===== src/rtl/t2mi_pace_ctrl_pkg.sv =====
// Shared encodings for the T2-MI pacing controller: packetizer monitor
// states, controller states and the credit ceiling.
package t2mi_pace_ctrl_pkg;

  localparam int unsigned CREDIT_MAX = 15;

  typedef enum logic [3:0] {
    PS_HEADER = 4'd0,
    PS_UP     = 4'd3,
    PS_CRC32  = 4'd7
  } pkt_state_e;

  typedef enum logic [1:0] {
    ST_IDLE,
    ST_PRIME,
    ST_RUN,
    ST_DRAIN
  } ctrl_state_e;

endpackage


===== src/rtl/t2mi_rate_nco.sv =====
// Fractional-rate credit generator: phase accumulator whose carry-out
// mints one credit, held in a saturating counter.
module t2mi_rate_nco #(
  parameter int unsigned ACC_W      = 24,
  parameter int unsigned CREDIT_MAX = 15
) (
  input  logic             CLK,
  input  logic             RST,
  input  logic             clear,
  input  logic [ACC_W-1:0] rate_inc,
  input  logic             consume,
  output logic             credit_avail
);

  localparam int unsigned CW = $clog2(CREDIT_MAX + 1);

  logic [ACC_W-1:0] acc;
  logic [CW-1:0]    credits;
  logic [ACC_W:0]   sum;
  logic             carry;

  always_comb begin
    sum          = {1'b0, acc} + {1'b0, rate_inc};
    carry        = sum[ACC_W];
    credit_avail = (credits != '0) || carry;
  end

  always_ff @(posedge CLK or negedge RST) begin
    if (!RST) begin
      acc     <= '0;
      credits <= '0;
    end else if (clear) begin
      acc     <= '0;
      credits <= '0;
    end else begin
      acc <= sum[ACC_W-1:0];
      if (carry && !consume && (credits != CW'(CREDIT_MAX)))
        credits <= credits + 1'b1;
      else if (!carry && consume && (credits != '0))
        credits <= credits - 1'b1;
    end
  end

endmodule


===== src/rtl/t2mi_pace_ctrl.sv =====
// Paces the T2-MI packetizer clock-enable from a credit NCO, gated by FIFO
// priming/backpressure, and stops only on packet boundaries.
module t2mi_pace_ctrl
  import t2mi_pace_ctrl_pkg::*;
#(
  parameter int unsigned ACC_W         = 24,
  parameter int unsigned CREDIT_MAX    = t2mi_pace_ctrl_pkg::CREDIT_MAX,
  parameter int unsigned USEDW_W       = 11,
  parameter int unsigned DRAIN_TIMEOUT = 65535
) (
  input  logic               CLK,
  input  logic               RST,
  input  logic               run,
  input  logic [ACC_W-1:0]   rate_inc,
  input  logic [USEDW_W-1:0] prime_level,
  input  logic [USEDW_W-1:0] afull_level,
  input  logic [USEDW_W-1:0] ts_usedw,
  input  logic               ts_empty,
  input  logic [USEDW_W-1:0] out_usedw,
  input  logic [3:0]         pkt_state,
  output logic               ena_ts2t2mi,
  output logic               busy,
  output logic               underflow,
  output logic               drain_timeout,
  output logic [15:0]        stall_cnt
);

  localparam int unsigned DCNT_W = $clog2(DRAIN_TIMEOUT + 1);

  ctrl_state_e       state, state_next;
  logic [3:0]        prev_pkt_state;
  logic [DCNT_W-1:0] drain_cnt;
  logic              credit_avail, fire, boundary, stall;
  logic              restart, timeout_hit, drain_clr, drain_inc;

  // The credit is charged when the enable is issued, not when the registered
  // enable is seen, so one credit can never yield two enables.
  t2mi_rate_nco #(
    .ACC_W      (ACC_W),
    .CREDIT_MAX (CREDIT_MAX)
  ) u_nco (
    .CLK          (CLK),
    .RST          (RST),
    .clear        (state == ST_IDLE),
    .rate_inc     (rate_inc),
    .consume      (fire),
    .credit_avail (credit_avail)
  );

  always_comb begin
    boundary = (prev_pkt_state == PS_CRC32) && (pkt_state == PS_HEADER);
    fire     = ((state == ST_RUN) || (state == ST_DRAIN)) && credit_avail &&
               (out_usedw < afull_level);
    stall    = ena_ts2t2mi && (pkt_state == PS_UP) && ts_empty;
    busy     = (state != ST_IDLE);
  end

  always_comb begin
    state_next  = state;
    restart     = 1'b0;
    timeout_hit = 1'b0;
    drain_clr   = 1'b0;
    drain_inc   = 1'b0;
    case (state)
      ST_IDLE:
        if (run) begin
          state_next = ST_PRIME;
          restart    = 1'b1;
        end
      ST_PRIME:
        if (!run)                           state_next = ST_IDLE;
        else if (ts_usedw >= prime_level)   state_next = ST_RUN;
      ST_RUN:
        if (!run) begin
          state_next = ST_DRAIN;
          drain_clr  = 1'b1;
        end
      ST_DRAIN:
        if (run)           state_next = ST_RUN;
        else if (boundary) state_next = ST_IDLE;
        else if (drain_cnt == DCNT_W'(DRAIN_TIMEOUT)) begin
          state_next  = ST_IDLE;
          timeout_hit = 1'b1;
        end else       drain_inc = 1'b1;
      default:         state_next = ST_IDLE;
    endcase
  end

  always_ff @(posedge CLK or negedge RST) begin
    if (!RST) state <= ST_IDLE;
    else      state <= state_next;
  end

  always_ff @(posedge CLK or negedge RST) begin
    if (!RST) begin
      prev_pkt_state <= '0;
      drain_cnt      <= '0;
      ena_ts2t2mi    <= 1'b0;
      underflow      <= 1'b0;
      drain_timeout  <= 1'b0;
      stall_cnt      <= '0;
    end else begin
      prev_pkt_state <= pkt_state;
      ena_ts2t2mi    <= fire;
      if (drain_clr)      drain_cnt <= '0;
      else if (drain_inc) drain_cnt <= drain_cnt + 1'b1;
      if (restart) begin
        underflow     <= 1'b0;
        drain_timeout <= 1'b0;
        stall_cnt     <= '0;
      end else begin
        if (stall) begin
          underflow <= 1'b1;
          if (stall_cnt != '1) stall_cnt <= stall_cnt + 1'b1;
        end
        if (timeout_hit) drain_timeout <= 1'b1;
      end
    end
  end

endmodule


===== config.mk =====
export PLATFORM = sky130hd
export DESIGN_NAME = t2mi_pace_ctrl
export DESIGN_NICKNAME = d
export VERILOG_FILES = /design/src/rtl/t2mi_pace_ctrl_pkg.sv /design/src/rtl/t2mi_rate_nco.sv /design/src/rtl/t2mi_pace_ctrl.sv
export SDC_FILE = /design/constraint.sdc
export NUM_CORES = 1
export LEC_CHECK = 0
export CORE_AREA = 5 5 113 115
export CTS_CLUSTER_SIZE = 14
export DETAILED_ROUTE_END_ITERATION = 10
export DIE_AREA = 0 0 118 120
export PLACE_DENSITY_LB_ADDON = 0.25
export SYNTH_ARGS = -nofsm -noshare
export SYNTH_HDL_FRONTEND = slang
export SYNTH_SLANG_ARGS = --single-unit

===== constraint.sdc =====
create_clock -name CLK -period 7.45 [get_ports CLK]
set_input_delay 1.49 -clock CLK [delete_from_list [all_inputs] [get_ports CLK]]
set_output_delay 1.49 -clock CLK [all_outputs]
set_load 0.03 [all_outputs]

* Yosys cells after proc, flatten, opt, wreduce, memory -nomap -nowiden
Index checks and enable logic that the tools add are counted.
Storage, ports and cells: register bits 69, bits of input ports 76, output and inout port bits 20, logic and storage cells 85
Operators by class: add/sub/neg operators 5, magnitude comparators 2, eq/ne operators 12, muxes and demuxes 33, reduce and logical (&&, ||, !) cells 24
Operator list (number):
- two-way mux 16 bit | 5
- adder 16 x 1 -> 16 bit (second input constant) | 2
- adder 24 x 24 -> 25 bit | 1
- two-way mux 24 bit | 1
- == test 16 bit (second input constant) | 1
- two-way mux 1 bit | 16
- != test 16 bit (second input constant) | 1
- two-way mux 2 bit | 7
- two-way mux 4 bit | 3
- >= comparator 11 bit | 1
- < comparator 11 bit | 1
- nonzero test 2 bit | 5
- logical AND 1 bit | 9
- case mux 2 bit (4 select lines) | 1
- adder 4 x 1 -> 4 bit (second input constant) | 1
- == test 2 bit (second input constant) | 2
- == test 4 x 2 -> 1 bit (second input constant) | 1
- == test 4 x 3 -> 1 bit (second input constant) | 1
- zero test 4 bit | 1
- != test 2 bit (second input constant) | 2
- != test 4 x 3 -> 1 bit (second input constant) | 1
- != test 4 bit (second input constant) | 1
- AND reduction 4 bit | 1
- nonzero test 4 bit | 1
- 8 further kinds | 10

* Depth between registers and ports, before layout
Gate-level depths: netlist of the first run.
word-level depth 9, mapped depth 16, depth with buffers taken out 16

* Hierarchy
Synthesis of the first run repeated with hierarchy kept, for this count alone.
Second synthesis, totals: cell total of the unflattened synthesis 530, area total of the unflattened synthesis 4875.9 µm²
Modules (own cells, without submodules):
- t2mi_pace_ctrl | instances 1, cells an instance 277, area each 2595.0 µm², sequential area each 1026.0 µm²
- t2mi_rate_nco | instances 1, cells an instance 253, area each 2280.9 µm², sequential area each 700.7 µm²

* Least setup slack after synthesis of the first run
No wires, ideal clock.
path kind input port to flip-flop, from in rate_inc[0], to reg u_nco.credits[3], library setup time 0.135 ns, arrival time 4.300 ns, data required time 7.315 ns, path slack 3.015 ns, cell stages on the path 16, buffers on the path 0, cells stage by stage ha_1 inv_1 fa_1 nor2b_1 o31a_1 o31ai_1 o211ai_1 a21oi_1 nor2_1 nand3_1 ha_1 a21o_1 a21oi_1 nor3b_1 o21ai_0 nor3b_1
Between the ends: word-level cells in the longest chain between the ends 9, elaborated cells between the ends (all ways) 13, those cells by class add/sub (1); mux (2); reduce/logical (10)
Ends and longest elaborated chain:
- start, declared | RTL line t2mi_pace_ctrl.sv:14 | input logic [ACC_W-1:0] rate_inc,
- adder 24 x 24 -> 25 bit * | RTL line t2mi_rate_nco.sv:23 | sum = {1'b0, acc} + {1'b0, rate_inc};
- logical OR 1 bit | RTL line t2mi_rate_nco.sv:25 | credit_avail = (credits != '0) || carry;
- logical AND 1 bit (2 in series) | RTL line t2mi_pace_ctrl.sv:52 | fire = ((state == ST_RUN) || (state == ST_DRAIN)) && credit_avail &&
- zero test 1 bit | RTL line t2mi_rate_nco.sv:37 | if (carry && !consume && (credits != CW'(CREDIT_MAX)))
- logical AND 1 bit (2 in series) | RTL line t2mi_rate_nco.sv:37
- two-way mux 4 bit | RTL line t2mi_rate_nco.sv:37
- two-way mux 4 bit | RTL line t2mi_rate_nco.sv:32 | end else if (clear) begin
- end signal, assigned | RTL line t2mi_rate_nco.sv:38 | credits <= credits + 1'b1;
- end signal, assigned | RTL line t2mi_rate_nco.sv:40 | credits <= credits - 1'b1;
- end, declared | RTL line t2mi_rate_nco.sv:18 | logic [CW-1:0] credits;
Every way passes the cells marked *; elsewhere a longest branch is shown, timed or not. A chain may end at the register's enable or synchronous reset.

* Final worst setup path of the first run
Same ends and word-level chain as after synthesis.

==> impl_results.md, run 1 <==
* Predominant post-synthesis flop cell: dfrtp_1
* Hold Path Origin: drain_timeout$_DFFE_PN0P_
* Final Hold Vio Count at 0
* Vias in the first global route at 3,929
* Final setup fails at 0
* CP arrival at 5.37 ns
* Top area cells in the synthesized netlist: dfrtp_1, ha_1, nor2_1
* Critical Path RT at roughly 7.7 ns
* Residual DRC at 0
* Skew final at roughly 0.0066 ns
* Clock Path Buffers at 2
* Die footprint at about 14,000 um^2
* Average routed wire per standard cell at between 10 and 15 um
* Post-Syn Nets at 619
* Pint at about 1.1 mW
* CP Launch Type: input port
* Tmin final at about 5.2 ns
* Setup WS post-layout at approximately 2.3 ns
* Die X at about 120 um
* Final RePlAce weighted congestion at between 0.8 and 0.9
* Seq pwr share at 0.288
* First-pass GRT wire length at 18,000 um
* Switching power at approximately 650 uW
* Largest net degree at the start of global routing at 70
* I/O Buffers at 95
* Final period util at 0.694
* Most common cell after layout, fill and taps aside: clkdlybuf4s50_1
* 1st-pass router iterations at 4
* CP startpoint: rate_inc[0]
* Fin Setup TNS at 0 ns
* Routed Antenna Nets at 0
* Sequential-to-total area share from yosys stat at 0.379
* Initial antenna violation count at 0
* Yosys reg bits at 69
* Slew HR at 0.407
* YS warnings at 0
* Synth async-reset ratio at 1.00
* CP Class: in -> reg
* Routed WL at between 10,000 and 15,000 um
* Share of layout cells above drive strength 1 at 0.0538
* CTS Hold Bufs at 0
* CORE AREA at around 12,000 um^2
* PostCTS Resize Cnt at 0
* Reg clk slew, reported paths at ~0.060 ns
* RR Startpoint: u_nco.acc[0]$_DFF_PN0_
* CTS tree: done
* Leak at 2.84 nW
* Ant diodes at 0
* Setup crit end kind: flop
* Clk sinks at 69
* Total number of vias at between 3,000 and 4,000
* Die Y at 120 um
* Final Util at 0.510
* Worst-Margin Slew at between 0.8 and 0.9 ns
* Area delta synth->final at 31.2%
* Distinct cells, synth at 54
* Most frequent cells in the layout: clkdlybuf4s50_1, nor2_1, dfrtp_1
* Multi-input gate area at between 2000 and 3000 um^2
* Mapped Area at approximately 4600 um^2
* Combinational share of power at 0.451
* Worst skew pair latency at approximately 0.33 ns
* Switching share of power at 0.368
* Nets at between 700 and 800
* Root Buffer: clkbuf_16
* Total GRT Usage at 0.152
* Status: finished, final reports clean
* DP Wirelength at 7830 um
* GR Overflow Total at 0
* Post-CTS Setup Inserts at 0
* CP Max Fanout at 4
* Vias per std cell at about 5
* Effective utilization at floorplan at 0.389
* Power Total at 1.78 mW
* I/O Pins at 96
* Synth Instances at a little under 500
* Power Density at 297 nW/um^2
* Area leader, netlist: dfrtp_1
* Unrepaired setup endpoints after global routing: no
* Area share of the leading cell type in the synthesized netlist at 0.379
* FP Rows at 40
* CTS H-tree lvls at 3
* Avg Cell Area, Syn at slightly above 9 um^2
* Register area at between 1500 and 2000 um^2
* Initial drt markers at 179
* Total CTS buffers at 9
* Max Cap Viol at 0
* Max Slew Vio Count at 0
* Min-Delay Path Class: reg -> reg
* F_max at slightly below 200 MHz
* EDFF count, synth at 0
* Place WS at 1.99 ns
* FILL cells at approximately 1,100
* Clock group share of total power at 0.261
* Peak VDD IR at around 0.16 mV
cells by family after synthesis:
group,count (synthesis),synth area share
and+or+nand+nor,176,0.198
adders and majority gates,51,0.143
xor gates and xnor gates,48,0.0923
AOI/OAI and AO/OA,94,0.133
buffers and inverters,50,0.0450
muxes,4,0.00988
DFF,69,0.379
final cells by class:
cell class / count / share of cell area
repair buffers: 98 / 0.162
inverters: 39 / 0.0245
clock buffers: 9 / 0.0377
well taps: 147 / 0.0308
clock inverters: 7 / 0.0165
multi-input cells: 373 / 0.440
flip-flops and latches: 69 / 0.289
worst max-delay path, stage by stage:
cell and delay [ns]:
clkdlybuf4s50_1 0.46, ha_1 0.16, inv_1 0.06, fa_1 0.40, nor2b_1 0.20, o31a_1 0.21
o31ai_1 0.10, o211ai_1 0.38, a21oi_1 0.15, nor2_1 0.29, nand3_1 0.20, ha_1 0.31
a21o_1 0.18, a21oi_1 0.18, nor3b_1 0.29, o21ai_0 0.15, nor3b_1 0.15
worst paths after layout:
kind                                           endpoint  slack (ns)  cells past startpoint
max                        u_nco.credits[3]$_DFFE_PN0P_        2.28                     17
min                           drain_timeout$_DFFE_PN0P_        0.52                      2
max reg2reg                u_nco.credits[3]$_DFFE_PN0P_        3.55                     16
min reg2reg                   drain_timeout$_DFFE_PN0P_        0.52                      2
max in group asynchronous      drain_cnt[8]$_DFFE_PN0P_        5.51                      2
min in group asynchronous       u_nco.acc[20]$_DFF_PN0_        1.36                      2
power by group through the flow:
stage	Clock [mW]	Combinational, mW	Sequential (mW)
final	0.464	0.801	0.511
after floorplan	0	0.602	0.508
after CTS	0.477	0.811	0.512
after detailed placement	0	0.806	0.517
after global placement	0	0.786	0.512
after global routing	0.491	0.914	0.520
registers in the layout, indices dropped and copies added, names as in the netlist, named ones only:
register and count:
prev_pkt_state 4, underflow 1, drain_timeout 1, u_nco.credits 4
stall_cnt 16, u_nco.acc 24, ena_ts2t2mi 1, drain_cnt 16
state 1
Yosys cell counts (all sizes together) (2+ instances only):
library cell	n
nand2	20
fa	2
ha	49
nand3b	3
xor2	25
or2	2
mux2i	3
and3	9
nand3	18
nor2b	6
clkbuf	5
nand2b	5
o211ai	3
dfrtp	69
o2111ai	2
o21ai	20
nor3	9
and4	6
or3	2
a21oi	26
inv	39
a211oi	4
nand4	11
buf	6
xnor2	23
o31a	3
o21a	8
nor3b	3
a21o	16
nor4	3
o21bai	3
nor2	72
and2	4
metal layers:
| metal | global-route usage | vias to the layer above | share of wire |
|---|---|---|---|
| met5 | 0 | - | 0 |
| met2 | 0.266 | 71 | 0.49 |
| met1 | 0.185 | 1760 | 0.46 |
| li1 | - | 1910 | - |
| met4 | 0.0573 | 0 | 0.018 |
| met3 | 0.0278 | 14 | 0.039 |
stage by stage:
step	cells	hold slack [ns]	cell area [um^2]
CTS	742	0.524	5980
detailed placement	726	0.510	5650
global placement	726	0.490	5650
global route	742	0.546	5980
floorplan	492	0.497	4560
finish	742	0.517	5980
(Power assumes the default switching activity.)
==> run 2: changes to the inputs <==
- clock period: 7.45 -> 5.39 ns (I/O delays scaled with it)
==> run 2 against run 1 <==
First-iteration DRC count up 13%. Clock skew about the same. Die area unchanged. Core utilization about the same. Register-to-register slack worse by 2.1 ns. Cell area about the same. Sequential share of layout area about the same. Cell count unchanged. Highest routed layer unchanged. Critical path depth unchanged. Combinational power up 39%. Flip-flop and latch count unchanged. Worst hold slack worse by 0.0046 ns.
==> impl_results.md, run 2 (synthesized netlist as in run 1, its figures left out) <==
* Status: finished, final reports clean
* Pint at 1.56 mW
* PostCTS Resize Cnt at 0
* Clk sinks at between 60 and 70
* Final period util at 0.900
* Worst-Margin Slew at between 0.8 and 0.9 ns
* FP Rows at 40
* CP arrival at 5.04 ns
* Min-Delay Path Class: reg -> reg
* Final Hold Vio Count at 0
* Critical Path RT at between 5 and 6 ns
* Power Density at 410 nW/um^2
* Residual DRC at 0
* Final RePlAce weighted congestion at between 0.8 and 0.9
* Routed WL at slightly above 10,000 um
* CP startpoint: rate_inc[0]
* Slowest CP cell: clkdlybuf4s50_1
* Combinational share of power at 0.451
* DP Area at around 5700 um^2
* Post-CTS Setup Inserts at 0
* CTS H-tree lvls at 3
* CTS Hold Bufs at 0
* Clock group share of total power at 0.262
* Peak VDD IR at ~0.23 mV
* Die X at 118 um
* CP top delay family: compound AO/OA/AOI/OAI gates
* Place WS at approximately 0.35 ns
* DP Wirelength at between 7000 and 8000 um
* Fin Setup TNS at 0 ns
* RR Startpoint: u_nco.acc[0]$_DFF_PN0_
* I/O Pins at 96
* Setup crit end kind: flop
* Max Slew Vio Count at 0
* Switching power at 889 uW
* Final Cell Area at 5980 um^2
* Max reg flops at 24
* Reg clk slew, reported paths at approximately 0.060 ns
* CP Launch Type: input port
* Final setup fails at 0
* Worst R2R Setup Slack at between 1 and 1.5 ns
* Die footprint at around 14,000 um^2
* Worst Hold Depth at 2
* Tmin final at approximately 4.8 ns
* R2R depth at 16
* Initial antenna violation count at 0
* Routed Antenna Nets at 0
* CP Class: in -> reg
* Final Util at 0.511
* RR Endpoint: u_nco.credits[3]$_DFFE_PN0P_
* Ant diodes at 0
* F_max at between 200 and 250 MHz
* Most frequent cells in the layout: clkdlybuf4s50_1, nor2_1, dfrtp_1
* Seq pwr share at 0.287
* Leak at roughly 2.8 nW
* Vias per std cell at 5.07
* GR Overflow Total at 0
* 1st-pass router iterations at 4
* Total CTS buffers at 9
* Vias in the first global route at 3,892
* CTS tree: done
* Worst hold margin at 0.512 ns
* Skew final at between 0.006 and 0.007 ns
* Power Total at ~2.5 mW
* Largest net degree at the start of global routing at 70
* Total GRT Usage at 0.153
* Inst Count DP at 726
* Root Buffer: clkbuf_16
* Effective utilization at floorplan at 0.389
* Initial drt markers at about 200
* Share of layout cells above drive strength 1 at 0.0521
* I/O Buffers at 95
* Max Cap Viol at 0
* Nets at around 700
* CORE AREA at about 12,000 um^2
* Most common cell after layout, fill and taps aside: clkdlybuf4s50_1
* Slew HR at 0.403
* Unrepaired setup endpoints after global routing: no
* Average routed wire per standard cell at about 14 um
* Worst skew pair latency at approximately 0.33 ns
* Leading registers by flop count: u_nco.acc: 24 flops, drain_cnt: 16 flops, stall_cnt: 16 flops
* CP Cell Sequence: clkdlybuf4s50_1, ha_1, inv_1, fa_1, nor2b_1, o31a_1, o31ai_1, o211ai_1, a21oi_1, nor2_1, nand3_1, ha_1, a21o_1, a21oi_1, nor3b_1, o21ai_0, nor3b_1
* Die Y at roughly 120 um
* Worst path max stage delay at 0.46 ns
* Hold path endpoint: drain_timeout$_DFFE_PN0P_
* First-pass GRT wire length at around 18,000 um
* Total number of vias at roughly 3,800
* Biggest register: u_nco.acc
* Setup WS post-layout at between 0.5 and 0.6 ns
* Critical path buffer and inverter count at 2
* Area delta synth->final at 31.2%
* FILL cells at 1,124
* Clock Path Buffers at 2
* CP Max Fanout at 4
* Switching share of power at 0.363
* Hold Path Origin: drain_timeout$_DFFE_PN0P_
* Layout Cells excl Fill at 742
[run 2: worst reg2reg max path: stages, from the launching register on]
cell	delay, ns
dfrtp_1	0.33
ha_1	0.16
inv_1	0.06
fa_1	0.40
nor2b_1	0.20
o31a_1	0.21
o31ai_1	0.10
o211ai_1	0.40
a21oi_1	0.16
nor2_1	0.30
nand3_1	0.20
ha_1	0.31
a21o_1	0.18
a21oi_1	0.18
nor3b_1	0.33
o21ai_0	0.15
nor3b_1	0.15
[run 2: how the worst max path moves through the flow]
stage | to | cells after the start
after floorplan | u_nco.credits[3]$_DFFE_PN0P_ | 16
after global placement | u_nco.credits[3]$_DFFE_PN0P_ | 17
after detailed placement | u_nco.credits[3]$_DFFE_PN0P_ | 17
after CTS | u_nco.credits[3]$_DFFE_PN0P_ | 17
after global routing | u_nco.credits[3]$_DFFE_PN0P_ | 17
final | u_nco.credits[3]$_DFFE_PN0P_ | 17
[run 2: cell type report]
cell class	instances	area (um^2)	area share
clock buffer	11	243	0.0406
multi-input combinational	373	2630	0.439
sequential	69	1730	0.289
clock inverter	5	83.8	0.0140
tap	147	184	0.0308
timing repair buffer	98	968	0.162
inverter	39	146	0.0245
[run 2: layer usage]
metal / track usage / vias up / part of all wire
li1: - / 1911 / -
met1: 0.186 / 1759 / 0.45
met2: 0.261 / 79 / 0.49
met3: 0.0377 / 13 / 0.040
met4: 0.0595 / 0 / 0.020
met5: 0 / - / 0
[run 2: power groups by stage]
stage	clock (mW)	sequential (mW)	combinational [mW]
after floorplan	0	0.702	0.833
after global placement	0	0.708	1.09
after detailed placement	0	0.714	1.11
after CTS	0.662	0.706	1.12
after global routing	0.688	0.717	1.27
final	0.643	0.704	1.11
==> edit 1: new RTL, flow settings as in run 2 <==
`USEDW_W`: 11 -> 22.
--- a/src/rtl/t2mi_pace_ctrl.sv
+++ b/src/rtl/t2mi_pace_ctrl.sv
@@ -6,5 +6,5 @@
   parameter int unsigned ACC_W         = 24,
   parameter int unsigned CREDIT_MAX    = t2mi_pace_ctrl_pkg::CREDIT_MAX,
-  parameter int unsigned USEDW_W       = 11,
+  parameter int unsigned USEDW_W       = 22,
   parameter int unsigned DRAIN_TIMEOUT = 65535
 ) (
Interface: changed (resized afull_level, out_usedw, prime_level and ts_usedw); port bits go from 96 to 140. The function was not compared with the original's and may differ.
==> edit 1 against run 2 <==
Largest power group unchanged; synthesized area rose by 14%; final area up 17%; sequential cell count unchanged; highest routed layer unchanged; routed wire length is 24% higher; count of clock-buffer cells in the layout unchanged; utilization increased by 8.9 points; setup slack improved by 0.14 ns; first-iteration DRC count grew 2.0%; power shrank 2.2%.
==> edit 1: results (changes against run 2) <==
** Cells and area
- Fill cell total of the finished layout :: 1,022 (was 1,124)
- The non-clock buffer instance count of the final layout is 141 (was 98).
- Nonclk inv count :: 61 (was 39)
- The number of nets in the layout is 916 (was 717).
- Proportion of cell area spent on the clock network :: 4.44% (was 5.46%)
- Multi-input gate area in the final layout :: 3160 um^2 (was 2630 um^2)
- Number of combinational gates with multiple inputs :: 441 (was 373)
- The number of flip-flops and latches is 69 (unchanged).
- Share of post-route cells with drive strength above 1 :: 3.85% (was 5.21%)

** Setup path
- The cell with the largest stage delay on the worst path was sky130_fd_sc_hd__or3_1 (was sky130_fd_sc_hd__clkdlybuf4s50_1).
- The register-to-register setup slack was 1.58 ns (was 1.42 ns).
- Data arrival time of the critical path :: 4.92 ns (was 5.04 ns)
- Number of cells traversed by the worst register-to-register path :: 15 (was 16)
- The largest fanout of any net on the critical path came to 6 (was 4).
- Worst path max stage delay :: 0.54 ns (was 0.46 ns)

** GRT
- Met3 Resource Use GR :: 6.79% (was 3.77%)
- The routing usage on met2 is 30.7% (was 26.1%).
- The met1 global-route usage came to 22.0% (was 18.6%).
- First-pass GRT wire length :: 22.2 mm (was 18.0 mm)
- The number of global-route vias before repair was 4,892 (was 3,892).
- The pin count of the biggest net entering global routing came to 56 (was 70).
- The total routing resource utilization after global routing was 18.7% (was 15.3%).

** Worst hold path
- Worst hold path startpoint :: underflow (was drain_timeout)
- End point of the worst hold path :: underflow (was drain_timeout)

** Clock tree
- The clock-pin slew reported for the worst setup and hold paths after clock tree synthesis was 0.06 ns (about the same).

** Synthesis
- The fraction of synthesized cell area in xor and xnor cells was 6.25% (was 9.23%).
- The number of distinct library cells after synthesis was 61 (was 54).
- Number of nets in the synthesized netlist :: 777 (was 619)
- Share of cell area taken by muxes after synthesis :: 0.603% (was 0.988%)
- Dominant cells by area after synthesis :: sky130_fd_sc_hd__dfrtp_1 33%, sky130_fd_sc_hd__ha_1 17%, sky130_fd_sc_hd__nor2_1 4.6%, sky130_fd_sc_hd__inv_1 4.3%, sky130_fd_sc_hd__xor2_1 3.5% (was sky130_fd_sc_hd__dfrtp_1 38%, sky130_fd_sc_hd__ha_1 13%, sky130_fd_sc_hd__nor2_1 5.9%, sky130_fd_sc_hd__xor2_1 4.8%, sky130_fd_sc_hd__xnor2_1 4.4%)

** Route
- The met3 wire length is 1.04 mm (was 413 um).
- Routed wirelength normalized by instance count :: 14.6 um (was 13.9 um)
- The total met2 wirelength after detailed routing came to 6.02 mm (was 5.04 mm).
- The detail-routed via count per cell came to 5.39 (was 5.07).
- Iter 0 DRT Violations :: 206 (was 202)

** Placed design
- The placer's final routability congestion estimate came to 0.832 (was 0.854).
- Quantity of I/O buffers inserted on ports :: 139 (was 95)

** STA
- Post-route worst hold slack :: 0.510 ns (was 0.512 ns)

** Run status
- Run status :: finished, final reports clean (unchanged)

** Pwr
- The leakage power figure came to 3.29 nW (was 2.83 nW).
-- edit 1: cell count changes in the layout (fill, tap and decap cells not counted), sizes merged, moves of 5 or more --
cell | before | now
ha | 49 | 71
a21oi | 26 | 35
a211oi | 4 | 10
o21ai | 20 | 31
inv | 39 | 60
nand4 | 11 | 22
xnor2 | 23 | 16
nand2 | 20 | 28
nor3 | 9 | 14
nand3 | 18 | 13
nor2 | 72 | 63
or3 | 2 | 11
clkdlybuf4s50 | 94 | 138
-- edit 1: where the power goes --
part	internal, mW	leakage (nW)	switching, mW
sequential	0.629	0.919	0.0540
combinational	0.506	2.22	0.601
clock	0.383	0.148	0.226
-- edit 1: stage by stage --
step	instance area, um^2	setup slack (ns)	instances	power, mW
floorplan	5180	1.15	584	1.50
global placement	6710	0.508	859	1.76
detailed placement	6710	0.360	859	1.80
CTS	7020	0.718	875	2.42
global route	7020	0.536	875	2.60
finish	7020	0.678	875	2.40
==> edit 2: new RTL, config.mk and constraints of run 2 <==
Made on the original files. Register the output `stall_cnt` once more, cleared by the reset; this adds one clock of latency there. The other outputs are not delayed to match.
--- a/src/rtl/t2mi_pace_ctrl.sv
+++ b/src/rtl/t2mi_pace_ctrl.sv
@@ -27,4 +27,6 @@
 
   localparam int unsigned DCNT_W = $clog2(DRAIN_TIMEOUT + 1);
+
+  logic [15:0] stall_cnt_s0;
 
   ctrl_state_e       state, state_next;
@@ -99,5 +101,5 @@
       underflow      <= 1'b0;
       drain_timeout  <= 1'b0;
-      stall_cnt      <= '0;
+      stall_cnt_s0   <= '0;
     end else begin
       prev_pkt_state <= pkt_state;
@@ -108,9 +110,9 @@
         underflow     <= 1'b0;
         drain_timeout <= 1'b0;
-        stall_cnt     <= '0;
+        stall_cnt_s0  <= '0;
       end else begin
         if (stall) begin
           underflow <= 1'b1;
-          if (stall_cnt != '1) stall_cnt <= stall_cnt + 1'b1;
+          if (stall_cnt_s0 != '1) stall_cnt_s0 <= stall_cnt_s0 + 1'b1;
         end
         if (timeout_hit) drain_timeout <= 1'b1;
@@ -119,4 +121,12 @@
   end
 
+  always_ff @(posedge CLK or negedge RST) begin
+    if (!RST) begin
+      stall_cnt <= '0;
+    end else begin
+      stall_cnt <= stall_cnt_s0;
+    end
+  end
+
 endmodule
 
Function: changed (Yosys sat finds a counterexample within 10 cycles, from zero or initial values and one cycle with RST low).
==> edit 2 against run 2 <==
Setup slack better by 0.41 ns; power rose by 8.7%; sequential cell count grew 16; sequential power up 17%; final area rose by 9.2%; routed wire length rose by 11%; synthesized area up 13%; non-clock buffer count unchanged.
==> edit 2: results (changes against run 2) <==
** STA
- Skew final :: 0.00723 ns (was 0.00633 ns)
- The transition at the pin with the smallest max-transition slack came to 1.06 ns (was 0.896 ns).
- Post-layout worst setup margin :: 0.949 ns (was 0.542 ns)

** Cells and area
- The count of non-CTS inverters in the layout is 42 (was 39).
- The register fraction of the total cell area is 32.6% (was 28.9%).
- Non-clock buffering overhead in the final layout :: 14.9% (was 16.2%)
- Proportion of cell area spent on the clock network :: 4.54% (was 5.46%)
- The number of nets in the layout came to 762 (was 717).
- The multi-input combinational gate total was 399 (was 373).
- Share of post-route cells with drive strength above 1 :: 5.32% (was 5.21%)
- The number of standard cells in the layout, taps in and fillers out came to 786 (was 742).
- The register with the most flip-flops is u_nco.acc (unchanged).
- The multi-input combinational area share came to 42.8% (was 43.9%).

** Route
- Initial DRT Pass Iterations :: 6 (was 4)
- Final routed wirelength across all metal layers :: 11.5 mm (was 10.3 mm)
- Iter 0 DRT Violations :: 146 (was 202)
- The detail-routed via count per cell is 5.43 (was 5.07).

** Placed design
- DP Area :: 6230 um^2 (was 5650 um^2)
- The cell count after placement came to 771 (was 726).
- The detailed-placement wirelength estimate is 8.67 mm (was 7.80 mm).
- Placer Congestion :: 0.853 (was 0.854)
- The pre-CTS worst setup slack came to 0.616 ns (was 0.347 ns).

** Synthesis
- Number of instances in the synthesized netlist :: 539 (was 492)
- Sequential element share of the synthesized area :: 41.5% (was 37.9%)
- Top cells by instance count after synthesis :: 85 x sky130_fd_sc_hd__dfrtp_1, 56 x sky130_fd_sc_hd__nor2_1, 49 x sky130_fd_sc_hd__ha_1 (was 72 x sky130_fd_sc_hd__nor2_1, 69 x sky130_fd_sc_hd__dfrtp_1, 49 x sky130_fd_sc_hd__ha_1)
- Number of nets in the synthesized netlist :: 666 (was 619)
- The number of distinct library cells after synthesis was 63 (was 54).

** Clock tree
- Number of buffers inserted during clock tree synthesis :: 9 (unchanged)
- The CTS sink count came to 85 (was 69).

** GRT
- The pin count of the biggest net entering global routing is 86 (was 70).
- The number of global-route vias before repair was 4,316 (was 3,892).
- Initial antenna violation count :: 0 (unchanged)
- First-pass GRT wire length :: 19.7 mm (was 18.0 mm)

** Worst hold path
- End point of the worst hold path :: stall_cnt[13] (was drain_timeout)
- The worst hold path depth came to 0 (was 2).

** Setup path
- The data arrival time of the critical path was 4.68 ns (was 5.04 ns).
- Number of cells traversed by the worst register-to-register path :: 14 (was 16)
- Highest net fanout along the worst path :: 6 (was 4)
- The worst reg2reg path endpoint is u_nco.credits[3] (unchanged).

** Pwr
- The worst ir drop on vdd is 0.000266 V (was 0.000225 V).
- Static leakage power :: 3.00 nW (was 2.83 nW)

** Run status
- Run status: finished, final reports clean (unchanged).
==> edit 2: cell types whose count changed in the layout (fill, tap and decap cells not counted), moves of 8 or more <==
cell                      delta
sky130_fd_sc_hd__xnor2_1     -8
sky130_fd_sc_hd__nand2_1    +16
sky130_fd_sc_hd__dfrtp_1    +16
sky130_fd_sc_hd__nor3_1      +8
sky130_fd_sc_hd__nor2_1     -15
==> edit 2: metal layers <==
layer	share of wire (%)	GRT usage, %
met1	44	20.5
met2	52	29.1
met3	3.8	3.96
met4	1.0	4.59
met5	0	0
==> edit 2: cells by family after synthesis <==
family,synth area share (%)
fa+ha+maj,12.7
simple gates,18.5
buf+inv,4.10
xor+xnor,6.32
mux,1.00
flops,41.5
compound gates,15.9
==> edit 2: power by group <==
group,internal (mW),switching (mW)
registers,0.761,0.0644
logic,0.525,0.697
clock network,0.360,0.258
total,1.65,1.02
